File: src/rtl/rfphoenix_vec_lane_gather_if.sv
// Handshake and data bus of the vector lane-gather engine: scalar beat input,
// base-vector seed and flush on one side, assembled-vector output on the other.
interface rfphoenix_vec_lane_gather_if #(
    parameter int NLANES = 16,
    parameter int WID    = 32,
    parameter int LIDX   = 4
);
    logic                   flush;
    logic [NLANES*WID-1:0]  base_vec;
    logic                   in_valid;
    logic                   in_ready;
    logic [LIDX-1:0]        in_lane;
    logic [WID-1:0]         in_data;
    logic                   in_last;
    logic                   out_valid;
    logic                   out_ready;
    logic [NLANES*WID-1:0]  out_vec;
    logic [NLANES-1:0]      out_mask;
    logic                   out_err;

    modport master (
        output flush, base_vec, in_valid, in_lane, in_data, in_last, out_ready,
        input  in_ready, out_valid, out_vec, out_mask, out_err
    );

    modport slave (
        input  flush, base_vec, in_valid, in_lane, in_data, in_last, out_ready,
        output in_ready, out_valid, out_vec, out_mask, out_err
    );
endinterface

File: src/rtl/rfphoenix_vec_lane_gather.sv
// Sequential lane-insert engine: folds scalar (lane, value) beats into a vector
// seeded from base_vec and hands the result on with a valid/ready handshake.
module rfphoenix_vec_lane_gather #(
    parameter int NLANES = 16,
    parameter int WID    = 32,
    parameter int LIDX   = 4
) (
    input  logic clk,
    input  logic rst_n,
    rfphoenix_vec_lane_gather_if.slave bus
);
    localparam int LW = (NLANES > 1) ? $clog2(NLANES) : 1;

    typedef enum logic {COLLECT = 1'b0, HOLD = 1'b1} state_t;

    state_t                       state_q, state_d;
    logic [NLANES-1:0][WID-1:0]   work_q, work_d;
    logic [NLANES-1:0]            mask_q, mask_d;
    logic                         err_q, err_d;
    logic                         first_q;
    logic                         in_ready, out_valid;
    logic                         accept, lane_ok, done;
    logic [LW-1:0]                lane_idx;

    assign accept   = bus.in_valid & in_ready;
    assign lane_ok  = (32'(bus.in_lane) < NLANES);
    assign lane_idx = bus.in_lane[LW-1:0];

    // Beat datapath: the first beat of a gather starts from base_vec instead of the held vector.
    always_comb begin
        // NOTE: every always_comb output gets a default first so no path leaves it unassigned (no latch).
        work_d = first_q ? bus.base_vec : work_q;
        mask_d = mask_q;
        err_d  = err_q;
        if (lane_ok) begin
            work_d[lane_idx] = bus.in_data;
            mask_d[lane_idx] = 1'b1;
        end else begin
            err_d = 1'b1;
        end
    end

    assign done = accept & (bus.in_last | (&mask_d));

    always_ff @(posedge clk) begin
        // NOTE: sequential state uses non-blocking assignments so all registers update together at the edge.
        if (!rst_n)          state_q <= COLLECT;
        else if (bus.flush)  state_q <= COLLECT;
        else                 state_q <= state_d;
    end

    always_comb begin
        state_d = state_q;
        unique case (state_q)
            COLLECT: if (done)          state_d = HOLD;
            HOLD:    if (bus.out_ready) state_d = COLLECT;
            default:                    state_d = COLLECT;
        endcase
    end

    always_comb begin
        in_ready  = (state_q == COLLECT);
        out_valid = (state_q == HOLD);
    end

    always_ff @(posedge clk) begin
        if (!rst_n) begin
            // NOTE: the working vector is wide but still reset, because out_vec must read zero after reset.
            work_q  <= '0;
            mask_q  <= '0;
            err_q   <= 1'b0;
            first_q <= 1'b1;
        end else if (bus.flush) begin
            mask_q  <= '0;
            err_q   <= 1'b0;
            first_q <= 1'b1;
        end else if (accept) begin
            work_q  <= work_d;
            mask_q  <= mask_d;
            err_q   <= err_d;
            first_q <= 1'b0;
        end else if (out_valid && bus.out_ready) begin
            mask_q  <= '0;
            err_q   <= 1'b0;
            first_q <= 1'b1;
        end
    end

    assign bus.in_ready  = in_ready;
    assign bus.out_valid = out_valid;
    assign bus.out_vec   = work_q;
    assign bus.out_mask  = mask_q;
    assign bus.out_err   = err_q;
endmodule

File: src/flat_wrapper.sv
// flat-port wrapper written by rule: the top's interface ports become plain ports
module rfphoenix_vec_lane_gather_flat 
#(
    parameter int NLANES = 16,
    parameter int WID    = 32,
    parameter int LIDX   = 4
)
  (clk, rst_n, bus_flush, bus_base_vec, bus_in_valid, bus_in_lane, bus_in_data, bus_in_last, bus_out_ready, bus_in_ready, bus_out_valid, bus_out_vec, bus_out_mask, bus_out_err);
  rfphoenix_vec_lane_gather_if #(.NLANES(NLANES), .WID(WID), .LIDX(LIDX)) bus_i ();
  input  logic clk;
  input  logic rst_n;
  input wire logic [$bits(bus_i.flush)-1:0] bus_flush;
  input wire logic [$bits(bus_i.base_vec)-1:0] bus_base_vec;
  input wire logic [$bits(bus_i.in_valid)-1:0] bus_in_valid;
  input wire logic [$bits(bus_i.in_lane)-1:0] bus_in_lane;
  input wire logic [$bits(bus_i.in_data)-1:0] bus_in_data;
  input wire logic [$bits(bus_i.in_last)-1:0] bus_in_last;
  input wire logic [$bits(bus_i.out_ready)-1:0] bus_out_ready;
  output wire logic [$bits(bus_i.in_ready)-1:0] bus_in_ready;
  output wire logic [$bits(bus_i.out_valid)-1:0] bus_out_valid;
  output wire logic [$bits(bus_i.out_vec)-1:0] bus_out_vec;
  output wire logic [$bits(bus_i.out_mask)-1:0] bus_out_mask;
  output wire logic [$bits(bus_i.out_err)-1:0] bus_out_err;
  assign bus_i.flush = bus_flush;
  assign bus_i.base_vec = bus_base_vec;
  assign bus_i.in_valid = bus_in_valid;
  assign bus_i.in_lane = bus_in_lane;
  assign bus_i.in_data = bus_in_data;
  assign bus_i.in_last = bus_in_last;
  assign bus_i.out_ready = bus_out_ready;
  assign bus_in_ready = bus_i.in_ready;
  assign bus_out_valid = bus_i.out_valid;
  assign bus_out_vec = bus_i.out_vec;
  assign bus_out_mask = bus_i.out_mask;
  assign bus_out_err = bus_i.out_err;
  rfphoenix_vec_lane_gather #(.NLANES(NLANES), .WID(WID), .LIDX(LIDX)) u_core (.clk(clk), .rst_n(rst_n), .bus(bus_i));
endmodule
File: config.mk
export PLATFORM = sky130hd
export DESIGN_NAME = rfphoenix_vec_lane_gather_flat
export DESIGN_NICKNAME = d
export VERILOG_FILES = /design/src/rtl/rfphoenix_vec_lane_gather_if.sv /design/src/rtl/rfphoenix_vec_lane_gather.sv /design/src/flat_wrapper.sv
export SDC_FILE = /design/constraint.sdc
export NUM_CORES = 2
export LEC_CHECK = 0
export ABC_CLOCK_PERIOD_IN_PS = 2400
export CAP_MARGIN = 40
export CORE_AREA = 5 5 424 426
export CTS_CLUSTER_SIZE = 25
export DETAILED_ROUTE_END_ITERATION = 6
export DIE_AREA = 0 0 429 431
export PLACE_DENSITY = 0.43
export RECOVER_POWER = 50
export SETUP_SLACK_MARGIN = 0.5
export SLEW_MARGIN = 15
export SYNTH_ARGS = -nofsm -noshare
export SYNTH_HDL_FRONTEND = slang
export SYNTH_SLANG_ARGS = --single-unit
File: constraint.sdc
create_clock -name clk -period 2.4 [get_ports clk]
set_clock_uncertainty 0.2 [all_clocks]
set_input_delay 0.48 -clock clk [delete_from_list [all_inputs] [get_ports clk]]
set_output_delay 0.48 -clock clk [all_outputs]
set_load 0.05 [all_outputs]
==> impl_metrics.json <==
{
  "outcome": "finished clean",
  "fin_crit_sh_pct": 90.3,
  "grt_pass1_wl_um": 262000,
  "path_max_fanout": 9,
  "top_layer_used": "met5",
  "start_util_pct": 13.6,
  "ys_seq_area_share_pct": 44.6,
  "synth.most_common_cell": "o21ai_0",
  "drt-initial-drc-count": 2703,
  "async_flop_share_pct": 0,
  "routed_wl_um": 209000,
  "hold_viol": 0,
  "dpl_worst_slack_ns": -0.117,
  "swShare_pct": 35.3,
  "routed-wl-met3_um": 18300,
  "die_y_um": 431,
  "insertion_delay_ns": 0.68,
  "cts_tree": "done",
  "synth_warnings": 0,
  "clock.fmax_mhz": 461,
  "ys_ff_latch": 530,
  "io_pins": 1085,
  "cp-start-kind": "flip-flop",
  "critPathMaxStageDelay_ns": 0.40,
  "worstPathArrival_ns": 2.53,
  "grt_pass1_vias": 29100,
  "yosys.area.top_type": "dfxtp_1",
  "final.setup.tns_ns": 0,
  "cts-root-buf": "clkbuf_16",
  "final.setup.worst_slack_ns": 0.233,
  "setup_viol": 0,
  "dr_wl_met2_um": 101000,
  "drive_above_1_share_pct": 34.9,
  "nNetsFinal": 4715,
  "clockBufferDepth": 3,
  "relSlewSlack_pct": 50.9,
  "wl_met1_um": 79400,
  "grt_usage_pct": 20.2,
  "critPathSlowestCell": "inv_4",
  "drv_cap": 0,
  "power.total_uw": 29800,
  "sequentialPowerShare_pct": 34.0,
  "synth_ff_type": "dfxtp_1",
  "synth_nets": 3616,
  "finalWeightedCongestion": 0.868,
  "grt_overflow": 0,
  "post_drt_wl_per_cell_um": 31.7,
  "num_vias": 30600,
  "cp_cell_sequence": "inv_4 -> buf_16 -> a21oi_4 -> buf_12 -> clkbuf_2 -> o21ai_0 -> a21oi_1",
  "port-buffer-count": 1083,
  "dr.pass1.iters": 5,
  "grt_start_max_net_pins": 78,
  "synth_area_leaders": "dfxtp_1 (45%), o21ai_0 (15%), or3_1 (13%), a21oi_1 (11%), o21ai_1 (6.4%)",
  "synth_enable_flop_cells": 0,
  "p_leak_uw": 0.0187,
  "cp.required_ns": 2.76,
  "antenna_found_initial": 77,
  "intPower_uw": 19300,
  "hold_slack_ns": 0.0966,
  "synth.distinct_cells": 39,
  "worst_pin_slew_ns": 0.737,
  "hp-class": "primary input to flip-flop",
  "num_rows": 154,
  "min_period_ns": 2.17,
  "dp_hpwl_um": 144000,
  "area_growth_syn_to_layout_pct": 92.7,
  "clkPwrFrac_pct": 36.1,
  "numCtsBuffers": 72,
  "netlist_top_cells_count": "o21ai_0 (727), a21oi_1 (533), dfxtp_1 (530)",
  "h-tree-depth": 3,
  "synth_top_area_share_pct": 44.6,
  "comb_power_share_pct": 29.9,
  "fp.dieArea_um2": 185000,
  "clk_pin_slew_ns": 0.06,
  "power_density_nw_per_um2": 649,
  "syn_avg_cell_area_um2": 7.77,
  "netlist_area_um2": 23800,
  "crit_type": "flip-flop to flip-flop",
  "p_sw_uw": 10500,
  "drc": 0,
  "clkSinkCount": 530,
  "via_per_inst": 4.63,
  "ant_nets": 0,
  "drv_slew": 0,
  "vdd_drop_max_v": 0.000507,
  "cp-end-kind": "flip-flop",
  "core_area_um2": 175000,
  "rsz0062_at_grt": "yes",
  "die_width_um": 429,
  "syn_inst": 3062
}
==> cells by family (layout without fill, tap and decap cells) <==
| family | Yosys count | in the layout | share of synthesized area, % |
|---|---|---|---|
| flip-flops | 530 | 530 | 44.6 |
| AO/OA/AOI/OAI | 1582 | 1582 | 33.5 |
| AND/OR/NAND/NOR | 585 | 585 | 15.6 |
| buffers and inverters | 364 | 1516 | 6.27 |
| other | 1 | 53 | 0.0158 |
==> worst max-delay path: cells and delay by family (launching register included) <==
kind | cells | cell delay, ns
flip-flops | 1 | 0.38
buffers and inverters | 4 | 1.02
AO/OA/AOI/OAI | 3 | 0.40
==> cells in the final DEF, fill, tap and decap left out, types with 4 or more instances in the layout <==
cell	Yosys	layout
o21ai_0	727	796
a21oi_1	533	533
clkdlybuf4s50_1	0	515
or3_1	512	502
dfxtp_2	0	475
buf_8	0	331
o21ai_1	306	225
buf_12	0	163
buf_4	8	132
clkbuf_16	0	96
dlymetal6s2s_1	0	76
buf_6	2	56
dfxtp_4	0	55
diode_2	0	52
buf_2	64	35
clkbuf_1	276	33
clkbuf_2	1	25
nor2_1	18	19
nand2_1	15	16
clkbuf_8	0	14
o21ai_2	0	12
or3_4	0	10
clkinv_2	0	9
a21oi_4	0	8
buf_16	0	8
dlygate4sd3_1	0	6
and4bb_2	5	5
nor4b_4	3	4
a21oi_2	12	4
nand3_2	2	4
==> repair_timing <==
action / 4_1_cts / 5_1_grt
gates resized for setup: 1185 / 3132
setup endpoints to repair: 1026 / 1042
setup buffers: 0 / 36
hold endpoints to repair: 5 / 0
cloned: 0 / 36
pin swaps: 0 / 11
hold buffers: 5 / 0
==> power by group through the flow <==
stage,combinational [uW],sequential (uW),clock [uW]
3_5_place_dp,8020,9990,0
4_1_cts,7950,9830,11000
6_report,8920,10100,10700
3_3_place_gp,8020,10000,0
5_1_grt,9280,10200,11400
2_1_floorplan,1830,12100,0
==> path summary, 6_finish.rpt <==
path,startpoint,end,slack (ns),cells after the start
setup reg to reg,u_core.first_q,u_core.bus.out_vec[113],0.23,7
hold / removal,rst_n,u_core.bus.out_vec[117],0.1,3
hold reg to reg,u_core.bus.out_mask[2],u_core.bus.out_mask[2],0.30,2
setup / recovery,u_core.first_q,u_core.bus.out_vec[113],0.23,7
==> registers in the layout (all words and copies together) (netlist names) <==
register	flops
u_core.bus.out_mask	16
u_core.bus.out_valid	1
u_core.bus.out_vec	512
u_core.first_q	1
==> area by class of cell <==
cell class                      count  area (um2)
Inverter                            2        10.0
Multi-Input combinational cell   2168       11900
Fill cell                       19100      129000
Sequential cell                   530       11400
Antenna cell                       52         130
Tap cell                         2340        2930
Timing Repair Buffer             1382       17100
Clock buffer                      108        2120
Clock inverter                     19         163
Timing Repair inverter              5        76.3
==> routing by layer <==
metal | vias up | global-route usage, %
li1 | 13400 | -
met1 | 15100 | 23.9
met2 | 1630 | 33.9
met3 | 360 | 5.69
met4 | 8 | 9.14
met5 | - | 0
==> stage by stage <==
stage	instance area [um2]	util, %	cells
floorplan	23900	-	3062
global placement	38700	22.1	6350
detailed placement	38700	22.1	6350
CTS	41600	23.7	6482
global route	45800	26.1	6577
finish	45900	26.2	6606
Note: power is estimated with default switching activity, not from simulation.
